$ cat src/rtl/mips_run_monitor.sv
// Run controller and verdict checker for the pipelined MIPS core.
// It stretches reset into core_reset, then watches result for pass/fail signatures under a cycle timeout.
module mips_run_monitor #(
   parameter int                 WIDTH         = 32,
   parameter int                 CNT_W         = 16,
   parameter int                 RESET_CYCLES  = 2,
   parameter int                 TIMEOUT       = 1000,
   parameter int                 STABLE_CYCLES = 1,
   parameter logic [WIDTH-1:0]   PASS_VALUE    = 32'h00000007,
   parameter logic [WIDTH-1:0]   FAIL_VALUE    = 32'hDEADBEEF,
   parameter bit                 HALT_ON_DONE  = 1'b0
) (
   input  logic             clk,
   input  logic             reset,
   input  logic [WIDTH-1:0] result,
   output logic             core_reset,
   output logic             done,
   output logic             pass,
   output logic             fail,
   output logic             timeout,
   output logic [CNT_W-1:0] cycle_count,
   output logic [WIDTH-1:0] result_q
);

   typedef enum logic [2:0] {
      ST_HOLD,
      ST_RUN,
      ST_PASS,
      ST_FAIL,
      ST_TIMEOUT
   } state_t;

   localparam logic [CNT_W-1:0] HOLD_LAST  = CNT_W'(RESET_CYCLES - 1);
   localparam logic [CNT_W-1:0] TIMEOUT_C  = CNT_W'(TIMEOUT);
   localparam logic [7:0]       STABLE_C   = 8'(STABLE_CYCLES);

   state_t           state, state_n;
   logic [CNT_W-1:0] hold_cnt, hold_cnt_n;
   logic [7:0]       match_cnt, match_cnt_n;
   logic [CNT_W-1:0] cycle_count_n;
   logic [WIDTH-1:0] result_q_n;
   logic             core_reset_n, done_n, pass_n, fail_n, timeout_n;
   logic [CNT_W-1:0] cnt_inc;
   logic [7:0]       match_inc;
   logic             pass_hit;

   // Every output is a flop; the combinational block only computes next values.
   always_ff @(posedge clk) begin
      if (reset) begin
         state       <= ST_HOLD;
         hold_cnt    <= '0;
         match_cnt   <= '0;
         cycle_count <= '0;
         result_q    <= '0;
         core_reset  <= 1'b1;
         done        <= 1'b0;
         pass        <= 1'b0;
         fail        <= 1'b0;
         timeout     <= 1'b0;
      end else begin
         state       <= state_n;
         hold_cnt    <= hold_cnt_n;
         match_cnt   <= match_cnt_n;
         cycle_count <= cycle_count_n;
         result_q    <= result_q_n;
         core_reset  <= core_reset_n;
         done        <= done_n;
         pass        <= pass_n;
         fail        <= fail_n;
         timeout     <= timeout_n;
      end
   end

   assign cnt_inc   = cycle_count + 1'b1;
   assign match_inc = match_cnt + 1'b1;

   // Same-edge priority is FAIL over PASS over TIMEOUT; terminal states hold everything.
   always_comb begin
      state_n       = state;
      hold_cnt_n    = hold_cnt;
      match_cnt_n   = match_cnt;
      cycle_count_n = cycle_count;
      result_q_n    = result_q;
      core_reset_n  = core_reset;
      done_n        = done;
      pass_n        = pass;
      fail_n        = fail;
      timeout_n     = timeout;
      pass_hit      = 1'b0;

      case (state)
         ST_HOLD: begin
            core_reset_n = 1'b1;
            hold_cnt_n   = hold_cnt + 1'b1;
            if (hold_cnt == HOLD_LAST) begin
               state_n      = ST_RUN;
               core_reset_n = 1'b0;
            end
         end

         ST_RUN: begin
            cycle_count_n = cnt_inc;
            if (result == FAIL_VALUE) begin
               state_n      = ST_FAIL;
               fail_n       = 1'b1;
               done_n       = 1'b1;
               result_q_n   = result;
               core_reset_n = HALT_ON_DONE;
            end else begin
               if (result == PASS_VALUE) begin
                  match_cnt_n = match_inc;
                  pass_hit    = (match_inc == STABLE_C);
               end else begin
                  match_cnt_n = '0;
               end

               if (pass_hit) begin
                  state_n      = ST_PASS;
                  pass_n       = 1'b1;
                  done_n       = 1'b1;
                  result_q_n   = result;
                  core_reset_n = HALT_ON_DONE;
               end else if (cnt_inc == TIMEOUT_C) begin
                  state_n      = ST_TIMEOUT;
                  timeout_n    = 1'b1;
                  done_n       = 1'b1;
                  result_q_n   = result;
                  core_reset_n = HALT_ON_DONE;
               end
            end
         end

         ST_PASS, ST_FAIL, ST_TIMEOUT: begin
            core_reset_n = HALT_ON_DONE;
         end

         default: begin
            state_n = ST_HOLD;
         end
      endcase
   end

endmodule

$ cat config.mk
export PLATFORM = sky130hd
export DESIGN_NAME = mips_run_monitor
export DESIGN_NICKNAME = d
export VERILOG_FILES = /design/src/rtl/mips_run_monitor.sv
export SDC_FILE = /design/constraint.sdc
export NUM_CORES = 1
export LEC_CHECK = 0
export ABC_CLOCK_PERIOD_IN_PS = 8800
export CAP_MARGIN = 5
export CORE_MARGIN = 2
export CORE_UTILIZATION = 30
export DETAILED_ROUTE_END_ITERATION = 8
export PLACE_DENSITY = 0.59
export SYNTH_ARGS = -nofsm -noshare
export SYNTH_HDL_FRONTEND = slang
export SYNTH_SLANG_ARGS = --single-unit
$ cat constraint.sdc
create_clock -name clk -period 8.8 [get_ports clk]
set_input_delay 2.64 -clock clk [delete_from_list [all_inputs] [get_ports clk]]
set_output_delay 2.64 -clock clk [all_outputs]
set_load 0.01 [all_outputs]
==> results of run 1 <==
kinds of logic (layout without fill, tap and decap cells):
kind of cell,count (synthesis),after routing
fa+ha+maj,6,6
buf+inv,32,110
flops,80,80
xor+xnor,28,28
compound gates,60,60
simple gates,239,239
mux,33,33
worst max-delay path, delay by kind of cell:
kind	cells	cell delay [ns]
mux	1	0.29
buf+inv	1	0.46
compound gates	2	1.12
simple gates	4	1.29
power groups by stage:
stage	clock network [µW]	registers [µW]	logic, µW
2_1_floorplan	0	399	69.4
3_3_place_gp	0	401	115
3_5_place_dp	0	402	117
4_1_cts	399	394	118
5_1_grt	414	397	132
6_report	386	395	115
routing by layer:
metal  up-vias  track usage [%]
met1      1676             16.6
li1       1807                -
met2        49             24.7
met4         0             5.96
met5         -                0
met3        13             2.87
layout make-up:
type	instances	area share [%]
multi-input cells	366	43.7
flip-flops and latches	80	29.9
repair buffers	87	16.1
clock buffers	11	4.34
well taps	176	4.11
clock inverters	4	1.31
inverters	8	0.560
per-stage QoR:
stage          setup slack (ns)  std cells
2_1_floorplan              4.08        478
3_3_place_gp               3.00        717
3_5_place_dp               2.90        717
4_1_cts                    3.24        732
5_1_grt                    3.09        732
6_report                   3.23        732
how the worst max path moves through the flow:
stage                          start                   endpoint  depth (start not counted)
after floorplan            result[3]  result_q[10]$_SDFFE_PP0P_                          8
after global placement    result[10]  result_q[25]$_SDFFE_PP0P_                          8
after detailed placement  result[10]   result_q[6]$_SDFFE_PP0P_                          8
after CTS                 result[10]   result_q[6]$_SDFFE_PP0P_                          8
after global routing      result[10]  result_q[18]$_SDFFE_PP0P_                          8
final                     result[10]   result_q[6]$_SDFFE_PP0P_                          8
sequential cells by signal, indices dropped and copies added (netlist names):
signal / flops
state: 3
done: 1
result_q: 32
hold_cnt: 16
core_reset: 1
timeout: 1
match_cnt: 8
fail: 1
cycle_count: 16
pass: 1
cells in the final DEF (no fill, tap or decap), types with 2 or more instances in the layout:
| cell | count |
|---|---|
| nand4_1 | 13 |
| nor2_1 | 53 |
| clkbuf_16 | 9 |
| nor4_1 | 7 |
| a21oi_1 | 24 |
| xnor2_1 | 7 |
| ha_1 | 6 |
| mux2i_1 | 33 |
| a211oi_1 | 5 |
| nand3b_1 | 3 |
| nor4b_1 | 2 |
| clkinv_2 | 2 |
| o21ai_0 | 11 |
| a21boi_0 | 2 |
| nand3_1 | 23 |
| dfxtp_1 | 80 |
| nand2_1 | 23 |
| and3_1 | 9 |
| clkdlybuf4s50_1 | 85 |
| a31oi_1 | 2 |
| nand2b_1 | 68 |
| or4_1 | 2 |
| or3_1 | 8 |
| xor2_1 | 21 |
| o211a_1 | 2 |
| and2_1 | 2 |
| bufinv_16 | 2 |
| inv_1 | 8 |
| nor3_1 | 13 |
| clkbuf_1 | 2 |
| a211o_1 | 2 |
| nor2b_1 | 2 |
| o221ai_1 | 2 |
| or2_2 | 2 |
==> flow_summary.json, run 1 <==
{
  "status": "completed",
  "root_buffer": "clkbuf_16",
  "hpwl_um": 7240,
  "tightest_slew_ns": 1.04,
  "die_w_um": 121,
  "cts_buffers": 9,
  "core_um2": 13300,
  "htree_levels": 3,
  "overflow": 0,
  "rrSetupSlack_ns": 5.18,
  "synth_compound_gate_area_share_pct": 9.41,
  "post-cts-setup-buffers": 0,
  "grt_max_degree": 113,
  "synth_xor_area_share_pct": 5.95,
  "synth_area_per_cell_um2": 8.62,
  "switching_share_pct": 24.4,
  "synth.area.mux_share_pct": 8.01,
  "holdPathStages": 2,
  "insertedDiodeCount": 0,
  "path_max_fanout": 33,
  "finalWeightedCongestion": 0.805,
  "synth_top_area_cell": "dfxtp_1",
  "wl_per_cell_um": 13.7,
  "synthAdderAreaFrac_pct": 1.82,
  "viasPerCell": 4.84,
  "power_frac_clock_pct": 43.1,
  "syn_nets": 518,
  "initial_utilization_pct": 30.9,
  "ys_top_cells_by_count": "dfxtp_1, nand2b_1, nor2_1, mux2i_1, a21oi_1",
  "maxCapViolations": 0,
  "nNetsFinal": 592,
  "multi_input_area_um2": 2340,
  "clock-sinks": 80,
  "cp.required_ns": 9.05,
  "slew_headroom_pct": 30.6,
  "grtUsageTotal_pct": 14.1,
  "wl_met2_um": 4980,
  "power.switching_uw": 218,
  "ff2ff_path_depth": 8,
  "grt_pass1_wl_um": 16600,
  "leakagePower_uw": 0.00183,
  "vias": 3545,
  "start_kind": "primary input",
  "port_buffers": 86,
  "report.final.slew_viol_count": 0,
  "cp_slowest_cell": "o21a_2",
  "cp-end-kind": "flip-flop",
  "min_period_ns": 5.57,
  "p_seq_share_pct": 44.0,
  "p_per_area_nw_per_um2": 167,
  "drive_above_1_share_pct": 3.96,
  "drt_iter0_markers": 119,
  "ys_types": 53,
  "antenna_found_initial": 0,
  "hold_start": "fail$_SDFFE_PP0P_",
  "yosysWarnings": 0,
  "area.growth.synth_to_final_pct": 30.0,
  "ys_seq_area_share_pct": 38.8,
  "met3_length_um": 290,
  "path_class": "in -> reg",
  "design_area_um2": 5360,
  "cpPeakStageDelay_ns": 0.82,
  "yosysMostFrequentCell": "dfxtp_1",
  "synth_top_family_by_area": "simple AND/OR/NAND/NOR gates",
  "clock_latency_ns": 0.33,
  "final_core_util_pct": 40.2,
  "max_freq_mhz": 180,
  "cts-resized-gates": 0,
  "syn_area_um2": 4120,
  "synth_top_flop_cell": "dfxtp_1",
  "regToRegStartpoint": "cycle_count[0]$_SDFFE_PP0P_",
  "postCtsHoldBufs": 0,
  "rows": 42,
  "die-area_um2": 14700,
  "period_share_pct": 63.3,
  "async_flop_share_pct": 0,
  "cts_tree": "built",
  "synthSimpleGateAreaFrac_pct": 31.6,
  "p_comb_share_pct": 12.9,
  "seq_area_um2": 1600,
  "internal_power_uw": 678,
  "wl_met1_um": 4560,
  "synth_top_area_share_pct": 38.8,
  "fillCellCount": 1378,
  "synth_edf_count": 0,
  "wl_um": 10100,
  "fp.dieH_um": 121,
  "rr_endpoint": "result_q[6]$_SDFFE_PP0P_",
  "dpl_cell_area_um2": 5060,
  "hold_path_class": "reg -> reg",
  "ir_drop_v": 0.0000734,
  "hold_slack_ns": 0.452,
  "hold_violations": 0,
  "ioPinCount": 87,
  "synthTopCellsByArea": "dfxtp_1, nand2b_1, mux2i_1",
  "grt_pass1_vias": 3417,
  "finalSetupViolCount": 0,
  "worst_clock_skew_ns": 0.00552,
  "worstPathArrival_ns": 5.82,
  "clk_path_buf_depth": 2,
  "hold_path_end": "fail$_SDFFE_PP0P_",
  "drc_errors": 0,
  "total_power_uw": 896,
  "finalSetupTns_ns": 0,
  "path_cells": "clkdlybuf4s50_1, nor4_1, nand4_1, or4_4, o31ai_4, and2_1, o21a_2, mux2i_1",
  "ant_nets": 0,
  "syn_inst": 478,
  "rsz0062_at_grt": "false",
  "ys_ff_latch": 80,
  "clk_pin_slew_ns": 0.06,
  "dr.pass1.iters": 4,
  "routed.top_layer": "met4"
}
Power figures use the tool's default switching activity.
==> run 2, diff against run 1 <==
--- a/config.mk
+++ b/config.mk
@@ -5,7 +5,7 @@
 export SDC_FILE = /design/constraint.sdc
 export NUM_CORES = 1
 export LEC_CHECK = 0
-export ABC_CLOCK_PERIOD_IN_PS = 8800
+export ABC_CLOCK_PERIOD_IN_PS = 5300
 export CAP_MARGIN = 5
 export CORE_MARGIN = 2
 export CORE_UTILIZATION = 30
==> constraint.sdc (replaced) <==
create_clock -name clk -period 5.3 [get_ports clk]
set_input_delay 1.59 -clock clk [delete_from_list [all_inputs] [get_ports clk]]
set_output_delay 1.59 -clock clk [all_outputs]
set_load 0.01 [all_outputs]
==> flow_summary.json, run 2 (synthesis results as in run 1) <==
{
  "regToRegStartpoint": "cycle_count[0]$_SDFFE_PP0P_",
  "clock-sinks": 80,
  "cts_buffers": 9,
  "ioPinCount": 87,
  "vias": 3544,
  "area.growth.synth_to_final_pct": 29.7,
  "post-cts-setup-buffers": 0,
  "viasPerCell": 4.83,
  "grt_pass1_wl_um": 16800,
  "grt_max_degree": 76,
  "worstPathArrival_ns": 4.45,
  "wl_um": 10000,
  "fp.dieH_um": 121,
  "drive_above_1_share_pct": 4.12,
  "status": "completed",
  "drc_errors": 0,
  "die_w_um": 121,
  "clock_latency_ns": 0.33,
  "finalSetupViolCount": 0,
  "internal_power_uw": 1080,
  "cp-end-kind": "flip-flop",
  "grtUsageTotal_pct": 14.0,
  "path_class": "in -> reg",
  "startpoint": "result[5]",
  "htree_levels": 3,
  "postCtsHoldBufs": 0,
  "hold_path_class": "reg -> reg",
  "insertedDiodeCount": 0,
  "dpl_cell_area_um2": 5060,
  "port_buffers": 86,
  "p_seq_share_pct": 45.3,
  "finalWeightedCongestion": 0.821,
  "finalSetupTns_ns": 0,
  "nNetsFinal": 593,
  "dr.pass1.iters": 4,
  "leakagePower_uw": 0.00183,
  "wl_per_cell_um": 13.7,
  "design_area_um2": 5350,
  "switching_share_pct": 25.2,
  "path_max_fanout": 33,
  "final_core_util_pct": 40.1,
  "initial_utilization_pct": 30.9,
  "cp.required_ns": 5.56,
  "cts_tree": "built",
  "slew_headroom_pct": 33.5,
  "hpwl_um": 7230,
  "report.final.slew_viol_count": 0,
  "regMostFlops": "result_q",
  "p_per_area_nw_per_um2": 270,
  "p_comb_share_pct": 13.3,
  "root_buffer": "clkbuf_16",
  "overflow": 0,
  "power.switching_uw": 364,
  "clk_pin_slew_ns": 0.06,
  "rsz0062_at_grt": "false",
  "hold_violations": 0,
  "period_share_pct": 79.0,
  "power_frac_clock_pct": 41.4,
  "drt_iter0_markers": 170,
  "worst_clock_skew_ns": 0.00694,
  "maxCapViolations": 0,
  "hold_start": "fail$_SDFFE_PP0P_",
  "final_common_cell": "clkdlybuf4s50_1",
  "clk_path_buf_depth": 2,
  "max_freq_mhz": 239,
  "start_kind": "primary input",
  "min_period_ns": 4.19,
  "ant_nets": 0,
  "antenna_found_initial": 0,
  "cts-resized-gates": 0,
  "mostFrequentLayoutCells": "clkdlybuf4s50_1, dfxtp_1, nand2b_1",
  "largest_reg_flops": 32,
  "tightest_slew_ns": 0.997,
  "reg.largest.list": "result_q x32, cycle_count x16, hold_cnt x16",
  "grt_pass1_vias": 3358,
  "ir_drop_v": 0.000123,
  "core_um2": 13300,
  "rows": 42,
  "die-area_um2": 14700
}
-- run 2: changes by cell type in the layout (fill, tap and decap cells not counted) --
| cell | change |
|---|---|
| clkbuf_1 | +1 |
| buf_4 | +1 |
| bufinv_16 | -1 |
| clkinv_2 | +1 |
-- run 2: path summary, 6_finish.rpt --
check	endpoint	slack (ns)	cells past startpoint
worst max-delay path	result_q[6]$_SDFFE_PP0P_	1.11	8
worst min-delay path	fail$_SDFFE_PP0P_	0.44	2
worst max register to register	result_q[6]$_SDFFE_PP0P_	2.04	9
worst min register to register	fail$_SDFFE_PP0P_	0.44	2
-- run 2: area by class of cell --
cell class	count	area, µm²
timing repair buffer	88	871
clock inverter	4	45.0
multi-input combinational	366	2340
sequential	80	1600
fill	1368	8000
clock buffer	12	236
inverter	8	30.0
tap	176	220
-- run 2: per-stage QoR --
step / hold WS, ns / cells / setup slack, ns / power (µW)
after floorplan: 0.454 / 478 / 1.63 / 778
after detailed placement: 0.436 / 718 / 0.767 / 861
final: 0.444 / 734 / 1.11 / 1440
after global routing: 0.456 / 734 / 0.971 / 1520
after global placement: 0.434 / 718 / 0.825 / 857
after CTS: 0.446 / 734 / 1.11 / 1460
-- run 2: metal layers --
layer / wire [µm] / up-vias / track usage (%) / part of all wire, %
met5: 0 / - / 0 / 0
met4: 256 / 0 / 5.96 / 2.6
met3: 252 / 14 / 2.58 / 2.5
met2: 4750 / 56 / 22.2 / 47
met1: 4760 / 1664 / 18.7 / 48
li1: - / 1810 / - / -
-- run 2: power groups by stage --
stage / clock (µW) / combinational (µW) / sequential (µW)
floorplan: 0 / 115 / 663
global placement: 0 / 189 / 667
detailed placement: 0 / 194 / 667
CTS: 617 / 194 / 654
global route: 645 / 218 / 659
finish: 597 / 192 / 654
-- run 2: worst max-delay path, stage by stage --
cell and delay [ns]:
clkdlybuf4s50_1 0.45, or4_1 0.54, or4_4 0.54, o31ai_4 0.29, and2_1 0.18, o21a_2 0.12
buf_4 0.47, mux2i_1 0.26
